### config.mk
export PLATFORM = sky130hd
export DESIGN_NAME = sequence_fsm
export DESIGN_NICKNAME = d
export VERILOG_FILES = /design/src/rtl/sequence_fsm_pkg.sv /design/src/rtl/sequence_run_cnt.sv /design/src/rtl/sequence_fsm.sv
export SDC_FILE = /design/constraint.sdc
export NUM_CORES = 1
export LEC_CHECK = 0
export CORE_AREA = 2 2 39 41
export CTS_CLUSTER_SIZE = 16
export DETAILED_ROUTE_END_ITERATION = 16
export DIE_AREA = 0 0 41 43
export SLEW_MARGIN = 20
export SYNTH_ARGS = -nofsm -noshare
export SYNTH_HDL_FRONTEND = slang
export SYNTH_SLANG_ARGS = --single-unit
### constraint.sdc
create_clock -name clk -period 1.6 [get_ports clk]
set_input_delay 0.48 -clock clk [delete_from_list [all_inputs] [get_ports clk]]
set_output_delay 0.48 -clock clk [all_outputs]
set_load 0.1 [all_outputs]
### src/rtl/sequence_fsm_pkg.sv
// Shared types and constants for the sequence_fsm run detector.
// Holds the detector state encoding, the default run length and
// a helper that sizes the run counter.
package sequence_fsm_pkg;

    typedef enum logic [1:0] {
        S_IDLE = 2'd0,
        S_RUN  = 2'd1,
        S_DET  = 2'd2
    } state_t;

    localparam int MIN_ONES_DEFAULT = 2;

    // The counter must be able to hold the threshold value itself,
    // because it saturates there.
    function automatic int run_cnt_width(input int min_ones);
        return $clog2(min_ones + 1);
    endfunction

endpackage

### src/rtl/sequence_run_cnt.sv
// Saturating run counter for the sequence_fsm detector.
// clr has priority over inc. The count sticks at THRESH once it gets there.
// reach is high when the increment on this edge lands on THRESH, or when the
// count is already there. The top uses it to decide on the move into S_DET.
module sequence_run_cnt #(
    parameter int THRESH = 2,
    parameter int WIDTH  = $clog2(THRESH + 1)
) (
    input  logic clk,
    input  logic srst,
    input  logic clr,
    input  logic inc,
    output logic reach
);

    localparam logic [WIDTH-1:0] THRESH_C = WIDTH'(THRESH);
    localparam logic [WIDTH-1:0] PRE_C    = WIDTH'(THRESH - 1);

    logic [WIDTH-1:0] cnt_q;
    logic [WIDTH-1:0] cnt_d;

    // Next count: clear on a 0 sample, otherwise count up to THRESH and hold there.
    always_comb begin
        cnt_d = cnt_q;
        if (clr) begin
            cnt_d = '0;
        end else if (inc && (cnt_q != THRESH_C)) begin
            cnt_d = cnt_q + WIDTH'(1);
        end
    end

    // Count register, cleared by the synchronous reset.
    always_ff @(posedge clk) begin
        if (srst) begin
            cnt_q <= '0;
        end else begin
            cnt_q <= cnt_d;
        end
    end

    // Threshold report: this increment reaches THRESH, or the count is already saturated.
    always_comb begin
        reach = inc && !clr && ((cnt_q == PRE_C) || (cnt_q == THRESH_C));
    end

endmodule

### src/rtl/sequence_fsm.sv
// sequence_fsm: serial detector that flags a run of at least MIN_ONES
// consecutive 1s on data_in.
// Build option SEQUENCE_FSM_MEALY_EN:
//   - Undefined (default): out is the registered decode of S_DET, one clock
//     of latency.
//   - Defined: out is combinational. It goes high in the same cycle as the
//     qualifying 1 and is forced low while rst is high.
// The state transitions are the same in both builds.
module sequence_fsm
    import sequence_fsm_pkg::*;
#(
    parameter int MIN_ONES = MIN_ONES_DEFAULT
) (
    input  logic clk,
    input  logic rst,
    input  logic data_in,
    output logic out
);

    state_t state_q;
    state_t state_d;
    logic   reach;

    // A 0 sample clears the run. A 1 sample extends it.
    sequence_run_cnt #(
        .THRESH (MIN_ONES),
        .WIDTH  (run_cnt_width(MIN_ONES))
    ) u_cnt (
        .clk   (clk),
        .srst  (rst),
        .clr   (!data_in),
        .inc   (data_in),
        .reach (reach)
    );

    // State register; reset returns to S_IDLE regardless of data_in.
    always_ff @(posedge clk) begin
        if (rst) begin
            state_q <= S_IDLE;
        end else begin
            state_q <= state_d;
        end
    end

    // Next state: a 0 always ends the run. A 1 moves to S_DET once the count
    // reaches MIN_ONES. With MIN_ONES = 1, that happens straight from S_IDLE.
    always_comb begin
        state_d = state_q;
        if (!data_in) begin
            state_d = S_IDLE;
        end else begin
            case (state_q)
                S_IDLE,
                S_RUN:   state_d = reach ? S_DET : S_RUN;
                S_DET:   state_d = S_DET;
                default: state_d = S_IDLE;
            endcase
        end
    end

`ifdef SEQUENCE_FSM_MEALY_EN
    // Mealy output: high while the current 1 completes or extends a qualifying run.
    always_comb begin
        out = !rst && data_in && ((state_q == S_DET) || reach);
    end
`else
    logic out_d;
    logic out_q;

    // Moore output decode, taken from the next state so the flop lines up with state_q.
    always_comb begin
        out_d = (state_d == S_DET);
    end

    // Output register, so out stays free of decode glitches.
    always_ff @(posedge clk) begin
        if (rst) begin
            out_q <= 1'b0;
        end else begin
            out_q <= out_d;
        end
    end

    assign out = out_q;
`endif

endmodule

---- After elaboration in Yosys (flattened, before gate mapping) ----
Cells that the tools add are included.
word-level totals
  register bits after elaboration ......... 5
  bits of input ports ..................... 3
  output and inout bits ................... 1
  logic and storage cells ................. 20
cells by class
  add/subtract/negate cells ............... 1
  equal/unequal tests ..................... 6
  muxes and demuxes ....................... 3
  bitwise logic cells ..................... 1
  reduce and logical (&&, ||, !) cells .... 6
operators by type and width
  cell                                                              count
  2-bit == test (second input constant)                             3
  2-bit by 1-bit == test with 1-bit output (second input constant)  2
  2-bit two-way mux                                                 2
  2-bit case mux with 2 select lines                                1
  2-bit OR reduction                                                2
  2-bit by 1-bit adder with 2-bit output (second input constant)    1
  1-bit logical AND                                                 2
  2-bit zero test                                                   1
  2-bit inequality test (second input constant)                     1
  1-bit logical OR                                                  1
  1-bit NOT                                                         1

---- Logic depth before layout (Yosys ltp) ----
Gate-level depths: netlist of the first run.
  word-level depth ........................ 7
  gate-level depth with buffers ........... 4
  depth with buffers taken out ............ 4

---- Hierarchy ----
From an unflattened synthesis of the first run, not the netlist that was laid out.
unflattened totals
  cells, all modules ...................... 20
  area total of the unflattened synthesis .. 225.2 sq um
by module, submodules not included
  module            times used  cells an instance  area an instance (sq um)  sequential area each (sq um)
  sequence_fsm      1           10                 112.6                     60.1
  sequence_run_cnt  1           10                 112.6                     40.0

---- Worst setup path before layout of the first run ----
Ideal clock, no wire load.
  path type ............................... flip-flop to output port
  start point ............................. reg out_q, in the netlist out
  end point ............................... out out
  arrival ................................. 0.909 ns
  required time ........................... 1.120 ns
  setup slack ............................. 0.211 ns
  cell stages (with the launch flop) ...... 1
  path buffers ............................ 0
  cell sequence ........................... dfxtp_1
RTL lines
  item                      line                text
  start: declaration        sequence_fsm.sv:68  logic out_q;
  start signal: assignment  sequence_fsm.sv:80  out_q <= out_d;
  end: declaration          sequence_fsm.sv:17  output logic out
No word-level cell between the ends.

---- Final worst setup path of the first run ----
  start point ............................. reg out_q, in the netlist out
  end point ............................... out out
No word-level cell between the ends.

==> out/metrics.yaml, run 1 <==
outcome: "complete, no violations"
fillers: 154
vias: 126
finalWorstSetupSlack_ps: 357
port_buffers: 3
yosys.area_share.simple_pct: 19.4
post_cts_buffers: 0
slowest_stage: "dfxtp_1"
synth_top_family_by_area: "simple AND/OR/NAND/NOR gates"
cts_tree: "built"
power_density_nw_per_um2: 1190
crit_path_start_kind: "register"
cp-end-kind: "output port"
synth_edf_count: 0
cts_resized: 0
synth_largest_area_cell: "dfxtp_1"
cap_violations: 0
antenna_found_initial: 0
fin_worst_skew_ps: 3.56
rsz0062_at_grt: "no"
worst_slew_pin_slew_ps: 177
fp.dieH_um: 43
yosysWarnings: 0
h-tree-depth: 1
synth.yosys.seq_area_share_pct: 55.6
dp_slack_ps: 128
final_area_sq_um: 267
drive_gt1_share_pct: 20.8
required_ps: 1120
synth_adder_area_share_pct: 6.94
period_needed_ps: 1240
yosysUniqueCellTypes: 12
hold_buffers: 0
crit_chain: "buf_12"
slew_viol_final: 0
power.total_uw: 316
netlist_top_cells_count: "dfxtp_1 (5), a211oi_1 (2)"
hold_slack_ps: 444
ios: 4
ys_async_sr_fraction_pct: 0
slowest_delay_ps: 350
relSlewSlack_pct: 88.2
layout.nets: 29
dp_cells: 36
hold_path_class: "reg -> reg"
cts_buffers: 3
firstDrtPassIters: 1
rr_startpoint: "u_cnt.cnt_q[0]"
synth-compound-area-share_pct: 11.1
syn_to_final_growth_pct: 47.9
wl_per_cell_um: 6.40
synth_cells: 17
clk_pin_slew_ps: 40
timing.critical_path.buf_inv: 1
critPathMaxFanout: 1
finalWirelength_um: 256
use_met3_pct: 7.85
startpoint: "out"
synth-xor-area-share_pct: 4.86
fin_crit_sh_pct: 77.7
tns_ps: 0
detail-route-antenna-nets: 0
grt-busiest-layer: "met3"
multi_input_area_sq_um: 76.3
place_area_sq_um: 240
fin_util_pct: 19.3
vias_per_cell: 3.15
clk_path_buf_depth: 2
synthMuxAreaShare_pct: 0
p_leak_nw: 0.106
critPathTopFamily: "flip-flops"
grt_pass1_wl_um: 455
yosys-top-cells-area: "dfxtp_1 (56%), a211oi_1 (8.3%), ha_1 (6.9%)"
cts_sinks: 5
hold_path.startpoint: "state_q[0]"
seqCellArea_sq_um: 100
grt_usage_pct: 4.62
drc: 0
critical_path_class: "reg -> out"
fin_cells: 40
synth_area_sq_um: 180
met1_usage_pct: 4.50
max_freq_mhz: 805
max-vdd-ir-drop_mv: 0.437
setup_viol: 0
hold_viol_final: 0
arrival_ps: 760
num_rows: 14
synth_most_common_cell: "dfxtp_1"
antenna_cells: 0
syn_avg_cell_area_sq_um: 10.6
die_area_sq_um: 1760
fp.dieW_um: 41
drt_iter0_drc: 0
grt_max_degree: 6
overflow: 0
grt_pass1_vias: 124
grtUsageMet2_pct: 4.38
dp.final_hpwl_um: 181
synth_top_flop_cell: "dfxtp_1"
yosys.area.top_type_share_pct: 55.6
yosys_register_bits: 5
clockRootBuffer: "clkbuf_4"
clk_latency_ps: 240
coreArea_sq_um: 1380
globalplace.congestion: 0.573
syn_nets: 21
start_util_pct: 13.0
final cells by class:
class                      count  area share (%)
timing repair buffer           3            15.0
tap                           16            7.51
clock buffer                   4            9.86
inverter                       1            1.41
sequential                     5            37.6
multi-input combinational     11            28.6
final timing paths:
check                             endpoint  depth (start not counted)  slack (ps)
worst max-delay path                   out                          1         360
worst min-delay path            state_q[1]                          1         440
worst min register to register  state_q[1]                          1         440
worst max register to register  state_q[0]                          4         490
report_power, final:
| group | total, mW | switching (mW) | internal [mW] |
|---|---|---|---|
| sequential | 0.137 | 0.00439 | 0.132 |
| combinational | 0.0369 | 0.0191 | 0.0179 |
| clock | 0.142 | 0.0483 | 0.0941 |
state kept, by name, indices dropped and copies added, names as in the netlist:
name	flops
state_q	2
u_cnt.cnt_q	2
out	1
per-layer routing:
layer	wire (um)	share of wire (%)	vias to the layer above
met2	90	35	6
met3	35	14	0
met1	130	51	50
li1	-	-	70
met4	0	0	0
met5	0	0	-
cells by family after synthesis:
kind of cell,after synthesis
and+or+nand+nor,6
buffers and inverters,1
AOI/OAI and AO/OA,3
DFF,5
adders and majority gates,1
xor gates and xnor gates,1
placed cells by master (no fill, tap or decap), drive strengths merged:
master and count:
clkbuf 4, a211oi 2, inv 1, clkdlybuf4s50 2, dfxtp 5, nand2 1, a21oi 1, xor2 1
or2 1, nor2b 1, ha 1, nand2b 1, buf 1, and2b 1, nor2 1
No activity file was read; power rests on OpenSTA's default activity.
==> run 2: changes to the inputs <==
- clock period: 1.6 -> 1.12 ns (I/O delays scaled with it)
==> out/metrics.yaml, run 2 (synthesized netlist as in run 1, its figures left out) <==
hold_slack_ps: 452
fp.dieW_um: 41
finalWirelength_um: 281
ios: 4
layout_commonest_cell: "dfxtp_1"
period_needed_ps: 1080
setup_viol: 0
antenna_cells: 0
worst_slew_pin_slew_ps: 184
fp.dieH_um: 43
clk_path_buf_depth: 2
rr_startpoint: "u_cnt.cnt_q[0]"
arrival_ps: 750
dp_slack_ps: -166
slowest_stage: "dfxtp_2"
post_cts_buffers: 0
max_freq_mhz: 924
wl_per_cell_um: 6.69
vias_per_cell: 3.60
hold_path.startpoint: "u_cnt.cnt_q[1]"
startpoint: "out"
coreArea_sq_um: 1380
grt_pass1_vias: 135
globalplace.congestion: 0.592
crit_path_start_kind: "register"
rsz0062_at_grt: "no"
overflow: 0
topRoutingLayerUsed: "met4"
power_density_nw_per_um2: 1610
finalWorstSetupSlack_ps: 37.4
start_util_pct: 13.0
slowest_delay_ps: 330
grt_max_degree: 5
p_leak_nw: 0.126
drt_iter0_drc: 0
hold_path_class: "reg -> reg"
critical_path_class: "reg -> out"
cap_violations: 0
dr_wl_met2_um: 130
antenna_found_initial: 0
grt_usage_pct: 5.13
syn_to_final_growth_pct: 63.9
cts_sinks: 5
grt_pass1_wl_um: 503
max-vdd-ir-drop_mv: 0.350
clk_latency_ps: 240
critPathTopFamily: "flip-flops"
slew_viol_final: 0
num_rows: 14
clk_pin_slew_ps: 40
hold_buffers: 0
crit_chain: "buf_12"
relSlewSlack_pct: 87.6
layout.nets: 31
port_buffers: 3
fin_worst_skew_ps: 2.10
drive_gt1_share_pct: 38.5
h-tree-depth: 1
required_ps: 780
die_area_sq_um: 1760
cp-end-kind: "output port"
hold_viol_final: 0
clockRootBuffer: "clkbuf_4"
routed-wl-met3_um: 20
detail-route-antenna-nets: 0
cts_buffers: 3
drc: 0
firstDrtPassIters: 1
final_area_sq_um: 295
critPathMaxFanout: 1
cts_tree: "built"
drt-met1-wl_um: 116
mostFrequentLayoutCells: "dfxtp_1 (4), clkbuf_4 (3), clkdlybuf4s50_1 (2), buf_4 (2)"
place_area_sq_um: 256
vias: 151
timing.critical_path.buf_inv: 1
outcome: "complete, no violations"
rrSetupSlack_ps: 50
fin_crit_sh_pct: 96.7
## run 2: cell type report
cell class | count | area [sq um]
Clock buffer | 4 | 26.3
Fill cell | 152 | 1090
Inverter | 1 | 3.75
Multi-Input combinational cell | 11 | 88.8
Sequential cell | 5 | 101
Tap cell | 16 | 20.0
Timing Repair Buffer | 5 | 55.1
## run 2: repair_timing
item / CTS / global route
gates resized for setup: 0 / 3
hold endpoints to repair: 0 / 0
setup endpoints to repair: 0 / 3
## run 2: metrics by stage
stage | std cells | TNS, ps | util, % | total power [mW]
6_report | 42 | 0 | 21.3 | 0.476
5_1_grt | 42 | 0 | 21.3 | 0.507
4_1_cts | 42 | 0 | 20.4 | 0.481
3_5_place_dp | 38 | -646 | 18.5 | 0.258
3_3_place_gp | 38 | -526 | 18.5 | 0.256
2_1_floorplan | 17 | 0 | - | 0.232
## run 2: worst min-delay path, cell delays in order (launching register included)
cell and delay [ps]:
dfxtp_1 300, nand2_1 50, a21oi_1 50
## run 2: final timing paths
check / cells after the start / end
worst max-delay path: 1 / out
worst min-delay path: 2 / u_cnt.cnt_q[1]
worst max register to register: 4 / state_q[0]
worst min register to register: 2 / u_cnt.cnt_q[1]
## run 2: where the power goes
part	internal [mW]	switching [mW]
Combinational	0.0356	0.0301
Sequential	0.189	0.00747
Clock	0.135	0.0784
Total	0.360	0.116
## run 2: layer usage
layer	up-vias	track usage (%)
met5	-	0
met4	0	8.00
met3	2	3.14
met2	6	5.00
met1	68	5.50
li1	75	-
==> run 3: changes to the inputs <==
- CAP_MARGIN: unset -> 20
==> results of run 3 <==
The final DEF is identical to that of run 2; final timing and power are the same.
